$ cat src/rtl/agc_loop_ctrl_if.sv
// Update/response channel between the AGC loop controller and the error/integrator datapath.
interface agc_loop_ctrl_if #(
  parameter int AWIDTH   = 30,
  parameter int BWIDTH   = 18,
  parameter int DWIDTH   = 27,
  parameter int OUTWIDTH = 48
);
  logic                       err_valid;
  logic signed [BWIDTH-1:0]   err_coeff;
  logic signed [AWIDTH-1:0]   err_data;
  logic signed [DWIDTH-1:0]   err_r_level;
  logic                       err_valid_in;
  logic signed [OUTWIDTH-1:0] err_accum;

  modport master (
    output err_valid, err_coeff, err_data, err_r_level,
    input  err_valid_in, err_accum
  );

  modport slave (
    input  err_valid, err_coeff, err_data, err_r_level,
    output err_valid_in, err_accum
  );
endinterface

$ cat src/rtl/agc_loop_ctrl.sv
// AGC loop sequencer: block-averages power samples, issues one datapath update per block,
// runs the acquire/track lock FSM and turns the integrator response into a saturated gain.
module agc_loop_ctrl #(
  parameter int                 AWIDTH       = 30,
  parameter int                 BWIDTH       = 18,
  parameter int                 DWIDTH       = 27,
  parameter int                 OUTWIDTH     = 48,
  parameter int                 GWIDTH       = 16,
  parameter int                 AVG_LOG2     = 4,
  parameter int                 GAIN_SHIFT   = 24,
  parameter int                 LOCK_CNT     = 8,
  parameter int                 RESP_TIMEOUT = 15,
  parameter logic [GWIDTH-1:0]  GAIN_INIT    = 16'h4000
) (
  input  logic                     clk,
  input  logic                     rst,
  input  logic                     enable,
  input  logic                     freeze,
  input  logic                     sample_valid,
  input  logic signed [AWIDTH-1:0] sample_power,
  input  logic signed [DWIDTH-1:0] r_level,
  input  logic signed [BWIDTH-1:0] acq_coeff,
  input  logic signed [BWIDTH-1:0] trk_coeff,
  input  logic [DWIDTH-1:0]        lock_thresh,
  input  logic [DWIDTH-1:0]        unlock_thresh,
  agc_loop_ctrl_if.master          err,
  output logic [GWIDTH-1:0]        gain,
  output logic                     gain_valid,
  output logic                     locked,
  output logic [1:0]               state,
  output logic                     timeout_err,
  output logic                     overrun_err
);

  localparam int SUM_W = AWIDTH + AVG_LOG2;
  localparam int TMR_W = $clog2(RESP_TIMEOUT + 1);
  localparam int LK_W  = $clog2(LOCK_CNT + 1);
  localparam logic signed [SUM_W-1:0]    MEAN_MAX = {{(SUM_W-DWIDTH+1){1'b0}}, {(DWIDTH-1){1'b1}}};
  localparam logic signed [SUM_W-1:0]    MEAN_MIN = {{(SUM_W-DWIDTH+1){1'b1}}, {(DWIDTH-1){1'b0}}};
  localparam logic signed [OUTWIDTH-1:0] GMAX     = {{(OUTWIDTH-GWIDTH){1'b0}}, {GWIDTH{1'b1}}};

  typedef enum logic [1:0] {IDLE = 2'd0, ACQUIRE = 2'd1, TRACK = 2'd2, HOLD = 2'd3} state_t;

  function automatic logic signed [DWIDTH-1:0] sat_mean(input logic signed [SUM_W-1:0] s);
    logic signed [SUM_W-1:0] m;
    m = s >>> AVG_LOG2;
    if (m > MEAN_MAX)      return MEAN_MAX[DWIDTH-1:0];
    else if (m < MEAN_MIN) return MEAN_MIN[DWIDTH-1:0];
    else                   return m[DWIDTH-1:0];
  endfunction

  function automatic logic [GWIDTH-1:0] sat_gain(input logic signed [OUTWIDTH-1:0] a);
    logic signed [OUTWIDTH-1:0] g;
    g = a >>> GAIN_SHIFT;
    if (g[OUTWIDTH-1]) return '0;
    else if (g > GMAX) return '1;
    else               return g[GWIDTH-1:0];
  endfunction

  function automatic logic [DWIDTH:0] abs_err(input logic signed [DWIDTH-1:0] r,
                                              input logic signed [DWIDTH-1:0] m);
    logic signed [DWIDTH:0] d;
    d = {r[DWIDTH-1], r} - {m[DWIDTH-1], m};
    return d[DWIDTH] ? -d : d;
  endfunction

  state_t                    state_q, state_d, mode_q, mode_d;
  logic [AVG_LOG2-1:0]       cnt_q;
  logic signed [SUM_W-1:0]   sum_q, sum_nxt;
  logic                      pending_q;
  logic [TMR_W-1:0]          tmr_q;
  logic [LK_W-1:0]           lk_q;
  logic                      err_valid_q, gain_valid_q, timeout_q, overrun_q;
  logic signed [BWIDTH-1:0]  coeff_q;
  logic signed [AWIDTH-1:0]  data_q;
  logic signed [DWIDTH-1:0]  rlev_q;
  logic [GWIDTH-1:0]         gain_q;
  logic signed [DWIDTH-1:0]  mean;
  logic [DWIDTH:0]           e_abs;
  logic running, blk_done, issue, drop, lock_hit, lock_switch, resp;

  assign sum_nxt     = sum_q + {{AVG_LOG2{sample_power[AWIDTH-1]}}, sample_power};
  assign mean        = sat_mean(sum_nxt);
  assign e_abs       = abs_err(r_level, mean);
  assign running     = (state_q == ACQUIRE) || (state_q == TRACK);
  assign blk_done    = sample_valid && (state_q != IDLE) && (cnt_q == '1);
  assign issue       = blk_done && running && enable && !freeze && !pending_q;
  assign drop        = blk_done && running && enable && !freeze && pending_q;
  assign lock_hit    = (state_q == ACQUIRE) ? (e_abs < {1'b0, lock_thresh})
                                            : (e_abs > {1'b0, unlock_thresh});
  assign lock_switch = issue && lock_hit && (lk_q == LK_W'(LOCK_CNT - 1));
  assign resp        = enable && pending_q && err.err_valid_in;

  always_comb begin
    state_d = state_q;
    mode_d  = mode_q;
    if (!enable) begin
      state_d = IDLE;
    end else begin
      case (state_q)
        IDLE:           state_d = ACQUIRE;
        ACQUIRE, TRACK: begin
          if (freeze) begin
            state_d = HOLD;
            mode_d  = state_q;
          end else if (lock_switch) begin
            state_d = (state_q == ACQUIRE) ? TRACK : ACQUIRE;
          end
        end
        HOLD:           if (!freeze) state_d = mode_q;
        default:        state_d = IDLE;
      endcase
    end
  end

  always_ff @(posedge clk) begin
    if (rst) begin
      state_q <= IDLE;
      mode_q  <= ACQUIRE;
    end else begin
      state_q <= state_d;
      mode_q  <= mode_d;
    end
  end

  always_ff @(posedge clk) begin
    if (rst) begin
      err_valid_q  <= 1'b0;
      gain_valid_q <= 1'b0;
      coeff_q      <= '0;
      data_q       <= '0;
      rlev_q       <= '0;
      gain_q       <= GAIN_INIT;
      timeout_q    <= 1'b0;
      overrun_q    <= 1'b0;
      sum_q        <= '0;
      cnt_q        <= '0;
      pending_q    <= 1'b0;
      tmr_q        <= '0;
      lk_q         <= '0;
    end else begin
      err_valid_q  <= issue;
      gain_valid_q <= resp;
      // Coefficient follows the mode before any lock transition taken on this block.
      if (issue) begin
        coeff_q <= (state_q == ACQUIRE) ? acq_coeff : trk_coeff;
        data_q  <= {{(AWIDTH-DWIDTH){mean[DWIDTH-1]}}, mean};
        rlev_q  <= r_level;
      end
      if (resp) gain_q <= sat_gain(err.err_accum);
      if (drop) overrun_q <= 1'b1;

      if (!enable || (state_q == IDLE) || ((state_q == HOLD) && !freeze)) begin
        sum_q <= '0;
        cnt_q <= '0;
      end else if (sample_valid) begin
        cnt_q <= cnt_q + 1'b1;
        sum_q <= (cnt_q == '1) ? '0 : sum_nxt;
      end

      if (!enable) begin
        pending_q <= 1'b0;
        tmr_q     <= '0;
      end else if (issue) begin
        pending_q <= 1'b1;
        tmr_q     <= '0;
      end else if (pending_q) begin
        if (err.err_valid_in) begin
          pending_q <= 1'b0;
        end else if (tmr_q == TMR_W'(RESP_TIMEOUT - 1)) begin
          pending_q <= 1'b0;
          timeout_q <= 1'b1;
        end else begin
          tmr_q <= tmr_q + 1'b1;
        end
      end

      if (!enable) begin
        lk_q <= '0;
      end else if (issue) begin
        if (!lock_hit || lock_switch) lk_q <= '0;
        else                          lk_q <= lk_q + 1'b1;
      end
    end
  end

  assign err.err_valid   = err_valid_q;
  assign err.err_coeff   = coeff_q;
  assign err.err_data    = data_q;
  assign err.err_r_level = rlev_q;
  assign gain            = gain_q;
  assign gain_valid      = gain_valid_q;
  assign locked          = (state_q == TRACK);
  assign state           = state_q;
  assign timeout_err     = timeout_q;
  assign overrun_err     = overrun_q;

endmodule

$ cat src/flat_wrapper.sv
// flat-port wrapper written by rule: the top's interface ports become plain ports
module agc_loop_ctrl_flat 
#(
  parameter int                 AWIDTH       = 30,
  parameter int                 BWIDTH       = 18,
  parameter int                 DWIDTH       = 27,
  parameter int                 OUTWIDTH     = 48,
  parameter int                 GWIDTH       = 16,
  parameter int                 AVG_LOG2     = 4,
  parameter int                 GAIN_SHIFT   = 24,
  parameter int                 LOCK_CNT     = 8,
  parameter int                 RESP_TIMEOUT = 15,
  parameter logic [GWIDTH-1:0]  GAIN_INIT    = 16'h4000
)
  (clk, rst, enable, freeze, sample_valid, sample_power, r_level, acq_coeff, trk_coeff, lock_thresh, unlock_thresh, gain, gain_valid, locked, state, timeout_err, overrun_err, err_err_valid, err_err_coeff, err_err_data, err_err_r_level, err_err_valid_in, err_err_accum);
  agc_loop_ctrl_if #(.AWIDTH(AWIDTH), .BWIDTH(BWIDTH), .DWIDTH(DWIDTH), .OUTWIDTH(OUTWIDTH)) err_i ();
  input  logic clk;
  input  logic rst;
  input  logic enable;
  input  logic freeze;
  input  logic sample_valid;
  input  logic signed [AWIDTH-1:0] sample_power;
  input  logic signed [DWIDTH-1:0] r_level;
  input  logic signed [BWIDTH-1:0] acq_coeff;
  input  logic signed [BWIDTH-1:0] trk_coeff;
  input  logic [DWIDTH-1:0] lock_thresh;
  input  logic [DWIDTH-1:0] unlock_thresh;
  output logic [GWIDTH-1:0] gain;
  output logic gain_valid;
  output logic locked;
  output logic [1:0] state;
  output logic timeout_err;
  output logic overrun_err;
  output wire logic [$bits(err_i.err_valid)-1:0] err_err_valid;
  output wire logic [$bits(err_i.err_coeff)-1:0] err_err_coeff;
  output wire logic [$bits(err_i.err_data)-1:0] err_err_data;
  output wire logic [$bits(err_i.err_r_level)-1:0] err_err_r_level;
  input wire logic [$bits(err_i.err_valid_in)-1:0] err_err_valid_in;
  input wire logic [$bits(err_i.err_accum)-1:0] err_err_accum;
  assign err_err_valid = err_i.err_valid;
  assign err_err_coeff = err_i.err_coeff;
  assign err_err_data = err_i.err_data;
  assign err_err_r_level = err_i.err_r_level;
  assign err_i.err_valid_in = err_err_valid_in;
  assign err_i.err_accum = err_err_accum;
  agc_loop_ctrl #(.AWIDTH(AWIDTH), .BWIDTH(BWIDTH), .DWIDTH(DWIDTH), .OUTWIDTH(OUTWIDTH), .GWIDTH(GWIDTH), .AVG_LOG2(AVG_LOG2), .GAIN_SHIFT(GAIN_SHIFT), .LOCK_CNT(LOCK_CNT), .RESP_TIMEOUT(RESP_TIMEOUT), .GAIN_INIT(GAIN_INIT)) u_core (.clk(clk), .rst(rst), .enable(enable), .freeze(freeze), .sample_valid(sample_valid), .sample_power(sample_power), .r_level(r_level), .acq_coeff(acq_coeff), .trk_coeff(trk_coeff), .lock_thresh(lock_thresh), .unlock_thresh(unlock_thresh), .err(err_i), .gain(gain), .gain_valid(gain_valid), .locked(locked), .state(state), .timeout_err(timeout_err), .overrun_err(overrun_err));
endmodule
$ cat config.mk
export PLATFORM = sky130hd
export DESIGN_NAME = agc_loop_ctrl_flat
export DESIGN_NICKNAME = d
export VERILOG_FILES = /design/src/rtl/agc_loop_ctrl_if.sv /design/src/rtl/agc_loop_ctrl.sv /design/src/flat_wrapper.sv
export SDC_FILE = /design/constraint.sdc
export NUM_CORES = 1
export LEC_CHECK = 0
export ABC_AREA = 1
export CORE_UTILIZATION = 45
export CTS_CLUSTER_DIAMETER = 60
export CTS_CLUSTER_SIZE = 20
export DETAILED_ROUTE_END_ITERATION = 6
export GPL_ROUTABILITY_DRIVEN = 0
export PLACE_DENSITY = 0.83
export SYNTH_ARGS = -nofsm -noshare
export SYNTH_HDL_FRONTEND = slang
export SYNTH_SLANG_ARGS = --single-unit
$ cat constraint.sdc
create_clock -name clk -period 7.1 [get_ports clk]
set_input_delay 1.42 -clock clk [delete_from_list [all_inputs] [get_ports clk]]
set_output_delay 1.42 -clock clk [all_outputs]
set_load 0.01 [all_outputs]
## Yosys cells after proc, flatten, opt, wreduce, memory -nomap -nowiden

Cells that the tools add are included.
W data, S select, Z words.

- Register bits after elaboration: 143
- Input port bits: 201
- Output and inout port bits: 98
- Word-level logic and storage cells: 84

- Add/subtract/negate cells: 6
- $lt $le $gt $ge: 5
- Equality and inequality tests: 7
- Multiplexer cells: 18
- Bitwise gates (word level): 4
- Reductions and logical operators: 29

Operators by type and width:

| kind | number |
|---|---|
| $mux W27 | 2 |
| $add A34 B34 Y34 | 1 |
| $mux W34 | 1 |
| $mux W16 | 2 |
| $gt A30 B27 Y1 const B | 1 |
| $lt A30 B27 Y1 const B | 1 |
| $gt A28 B27 Y1 | 1 |
| $lt A28 B27 Y1 | 1 |
| $mux W28 | 1 |
| $neg A28 Y28 | 1 |
| $sub A27 B27 Y28 | 1 |
| $gt A24 B17 Y1 const B | 1 |
| $mux W18 | 1 |
| $add A4 B1 Y4 const B | 3 |
| $logic_and A1 B1 Y1 | 12 |
| $eq A4 B4 Y1 const B | 2 |
| $mux W2 | 4 |
| $pmux W2 S3 | 1 |
| $reduce_or A2 Y1 | 3 |
| $mux W1 | 5 |
| $reduce_and A5 Y1 | 1 |
| $eq A2 B2 Y1 const B | 2 |
| $eq A4 B3 Y1 const B | 1 |
| $logic_not A1 Y1 | 4 |
| 10 further kinds | 16 |

## Depth between registers and ports, before layout

- Depth in word-level cells: 14
- Depth in mapped cells: 60
- Depth with buffers taken out: 58

## Least setup slack after synthesis

OpenSTA, ideal clock, no wires.

- Kind: input-to-reg
- From: in sample_power[0]
- To: reg u_core.state_q[0], in the netlist u_core.state[0]
- Library setup time: 115 ps
- Arrival: 7413 ps
- Path slack: -428 ps
- Stages: 58
- Cell sequence: ha_1 -> inv_1 -> fa_1 -> inv_1 -> nand2_1 -> nand2_1 -> nand3_1 -> nand2_1 -> nand2_1 -> nand2_2 -> nand2_1 -> nand3_2 -> nand2_2 -> nor2_1 -> nand2_1 -> nand2_2 -> buf_4 -> clkbuf_1 -> (+22 left out) -> xor2_1 -> inv_1 -> ha_1 -> nand2_1 -> nor4b_1 -> nand2_1 -> o221ai_1 -> nand4_1 -> o211ai_1 -> nand3_1 -> nand2_1 -> nand2_1 -> nand3_1 -> nand2_2 -> nand2_2 -> nand3_1 -> nand2_1 -> nor2_1

- Word-level cells in the longest chain between the ends: 12
- Elaborated cells between the ends (all ways): 14
- Classes of those cells: add/sub (3); order compare (4); eq/ne (1); mux (4); reduce/logical (2)

Ends and longest elaborated chain:

| element | line | source |
|---|---|---|
| from (decl) | flat_wrapper.sv:22 | `input logic signed [AWIDTH-1:0] sample_power;` |
| $add A34 B34 Y34 (*) | agc_loop_ctrl.sv:82 | `assign sum_nxt = sum_q + {{AVG_LOG2{sample_power[AWIDTH-1]}}, sample_power};` |
| $lt A30 B27 Y1 | agc_loop_ctrl.sv:48 | `else if (m < MEAN_MIN) return MEAN_MIN[DWIDTH-1:0];` |
| $mux W27 | agc_loop_ctrl.sv:48 |  |
| $mux W27 (*) | agc_loop_ctrl.sv:47 | `if (m > MEAN_MAX) return MEAN_MAX[DWIDTH-1:0];` |
| net u_core.mean[0] | agc_loop_ctrl.sv:78 | `logic signed [DWIDTH-1:0] mean;` |
| $sub A27 B27 Y28 (*) | agc_loop_ctrl.sv:63 | `d = {r[DWIDTH-1], r} - {m[DWIDTH-1], m};` |
| $neg A28 Y28 | agc_loop_ctrl.sv:64 | `return d[DWIDTH] ? -d : d;` |
| $mux W28 (*) | agc_loop_ctrl.sv:64 |  |
| $gt A28 B27 Y1 or $lt A28 B27 Y1 (tied branches) | agc_loop_ctrl.sv:90, agc_loop_ctrl.sv:89 |  |
| $mux W1 (*) | agc_loop_ctrl.sv:89 | `assign lock_hit = (state_q == ACQUIRE) ? (e_abs < {1'b0, lock_thresh})` |
| $logic_and A1 B1 Y1 (*) (2 in a row) | agc_loop_ctrl.sv:91 | `assign lock_switch = issue && lock_hit && (lk_q == LK_W'(LOCK_CNT - 1));` |
| $ne A3 B2 Y1 (no source line) (*) | n/a |  |
| to (signal assigned) | agc_loop_ctrl.sv:121 | `state_q <= state_d;` |
| to (decl) | agc_loop_ctrl.sv:67 | `state_t state_q, state_d, mode_q, mode_d;` |

The timed path passes the listed nets; every way through them passes the cells marked *.
A chain may end at the register's enable or synchronous reset.

## Worst setup path in the final report

- From: in sample_power[14]
- To: reg u_core.state_q[1], in the netlist u_core.state[1]

The elaborated chain is that of the path after synthesis.

==> results.py <==
metrics = {
    "clock_network": {
        "cts.clk_slew.worst_paths_ns": 0.07,
        "cts.path.max_buffers": 2,
        "clock-sinks": 143,
        "cts_hold_buf": 0,
        "cts_made_buffers": 17,
        "htreeDepth": 4,
        "clk_latency_ns": 0.44,
        "root_buffer": "clkbuf_16",
        "cts_tree": "yes",
    },
    "power": {
        "power_density_mw_per_mm2": 181.1,
        "ir_drop_v": 0.0001721,
        "power.leakage_nw": 9.009,
    },
    "global_route": {
        "grt_pass1_vias": 13463,
        "grt_pass1_wl_um": 63100,
        "gr-total-overflow": 0,
        "antenna_found_initial": 3,
        "grt.total_usage": 0.2949,
        "grt_max_degree": 80,
    },
    "logic_synthesis": {
        "synth_cell_types": 55,
        "synth_top_area_share": 0.2462,
        "synth_area_mm2": 0.01163,
        "ys_seq_area_frac": 0.2462,
        "synth_seq_cells": 143,
        "synthCells": 1823,
        "postSynthAreaPerCell_um2": 6.378,
        "yosysTopAreaCell": "dfxtp_1",
        "synth_edf_count": 0,
        "ys.flop_type": "dfxtp_1",
        "yosys_warnings": 0,
        "synth.area.top_cells": "dfxtp_1 (25%), nand2_1 (18%), ha_1 (13%)",
        "ys_top_cells_by_count": "nand2_1 (565), inv_1 (259), a21oi_1 (162)",
        "synth_nets": 2143,
        "synthArstFlopShare": 0,
        "yosys.cell_count.top_type": "nand2_1",
    },
    "critical_path": {
        "cpMaxStageDelayCell": "fa_2",
        "reg2reg_depth": 48,
        "cp_common_cell": "buf_4",
        "slowest_delay_ns": 0.44,
        "cp.arrival_ns": 8.06,
        "r2r_start": "u_core.sum_q[15]",
        "path_class": "in2reg",
        "startpoint_type": "input port",
        "cp_num_cells": 49,
        "r2r-end": "u_core.state[1]",
        "setup.worst_path.start": "sample_power[14]",
        "critPathTopFamily": "simple AND/OR/NAND/NOR gates",
        "ff2ff_setup_slack_ns": 0.30,
        "critical_path.endpoint": "u_core.state[1]",
        "path_max_fanout": 8,
        "cp-end-kind": "register",
        "crit_buf_inv": 11,
        "cp.required_ns": 7.47,
    },
    "sta": {
        "fin_ws_ns": -0.5910,
        "slew-limit-headroom": 0.1808,
        "worst_pin_slew_ns": 1.227,
        "fin_crit_sh": 1.083,
        "clock_skew_ns": 0.01225,
        "setup_viol": 6,
        "rsz0062_at_grt": "true",
        "worst_hold_slack_ns": 0.4649,
        "layout_min_cycle_time_ns": 7.691,
        "finalMaxSlewViolations": 0,
        "final.setup.tns_ns": -3.257,
        "fmax_mhz": 130.0,
        "hold_viol": 0,
    },
    "drt": {
        "wl_met3_um": 3035,
        "postRouteAntennaNets": 0,
        "route.layer.met1.wl_um": 17130,
        "drc": 113,
        "wl_per_cell_um": 16.63,
        "wl_um": 45010,
        "via_per_inst": 5.415,
        "via_count": 14652,
        "drtIter0Drc": 1378,
        "top_layer_used": "met5",
        "met2_wirelength_um": 22490,
        "drtPass1Iterations": 7,
    },
    "hold_path": {
        "worstHoldPathType": "reg2reg",
        "hold_depth": 2,
    },
    "die": {
        "io_pins": 299,
        "start_util": 0.4604,
        "die_h_um": 162.7,
        "die_x_um": 162.7,
        "die-area_mm2": 0.02649,
        "rows": 58,
        "fp.coreArea_mm2": 0.02525,
    },
    "finish": {
        "post-route-util": 0.7438,
        "drive_gt1_frac": 0.2644,
        "fill_cells": 1710,
        "final_cell_area_mm2": 0.01878,
        "area.sequential_mm2": 0.002863,
        "area_growth_pct": 61.54,
        "layout.nets": 2682,
        "multiInputGateArea_mm2": 0.008884,
        "final_cells": 2706,
    },
    "job": {
        "cap_violations": 0,
    },
    "status": {
        "status": "complete, but fails checks",
        "violations": "DRC, setup timing",
    },
    "placed_design": {
        "port_buffers": 274,
        "hpwlAfterDp_um": 28860,
        "placed_area_mm2": 0.01650,
        "dp_cells": 2623,
    },
}
## metrics by stage
stage	power, mW	setup WS (ns)
5_1_grt	3.583	-0.8908
3_3_place_gp	2.120	-0.9339
3_5_place_dp	2.180	-1.155
4_1_cts	3.211	0.003004
2_1_floorplan	1.566	0.01213
6_report	3.402	-0.5910
## report_power, final
part           internal (mW)  leakage (nW)  switching, mW  total, mW
Combinational          0.811          7.57          0.861       1.67
Sequential             0.805          1.15        0.00392      0.809
Clock                  0.474         0.288          0.446      0.919
Total                   2.09          9.01           1.31       3.40
## cells in the final DEF (no fill, tap or decap), drive strengths merged, types with 22 or more instances in the layout
cell	n
dlygate4sd2	22
nand3	89
a21oi	164
ha	117
xor2	45
o211ai	22
buf	303
nand2	591
o21ai	78
a31oi	23
nor2	106
inv	278
clkdlybuf4s50	244
dfxtp	143
## final cells by class
class / count / area share
Sequential cell: 143 / 0.1524
Inverter: 272 / 0.05482
Timing Repair Buffer: 575 / 0.2660
Clock inverter: 15 / 0.009059
Antenna cell: 1 / 0.0001332
Tap cell: 330 / 0.02198
Clock buffer: 17 / 0.02265
Multi-Input combinational cell: 1353 / 0.4730
## state kept, by name (all words and copies together), names as in the netlist, 4 cells and up
name	cells
u_core.cnt_q	4
u_core.err.err_coeff	18
u_core.err.err_data	27
u_core.err.err_r_level	27
u_core.gain	16
u_core.lk_q	4
u_core.sum_q	34
u_core.tmr_q	4
## what timing repair did
item | CTS | global route
endpoints found under the hold margin | 0 | 0
pin swaps | 72 | 109
buffers inserted | 33 | 19
setup endpoints to repair | 6 | 6
resized for setup | 159 | 152
## worst min path at each step
stage	slack [ns]	from	end
final	0.46	u_core.err.err_r_level[15]	u_core.err.err_r_level[15]
after floorplan	0.44	u_core.mode_q[0]	u_core.mode_q[0]
after CTS	0.46	u_core.overrun_err	u_core.overrun_err
after global placement	0.44	u_core.overrun_err	u_core.overrun_err
after global routing	0.49	u_core.err.err_r_level[6]	u_core.err.err_r_level[6]
after detailed placement	0.45	u_core.overrun_err	u_core.overrun_err
## kinds of logic after synthesis
group	Yosys count	synth area share
buf+inv	327	0.1075
xor+xnor	59	0.04573
compound gates	330	0.1612
fa+ha+maj	119	0.1293
flops	143	0.2462
simple gates	845	0.3100
## tightest hold or removal path, stage by stage (launching register included)
cell,delay (ns)
dfxtp_1,0.31
nand2_1,0.06
a21oi_1,0.05
## layer usage
layer  track usage  vias to the layer above
met5             0                        -
met4        0.1321                        2
met3       0.04609                      241
met2        0.5379                      764
met1        0.3356                     6675
li1              -                     6970
(Power assumes the default switching activity.)
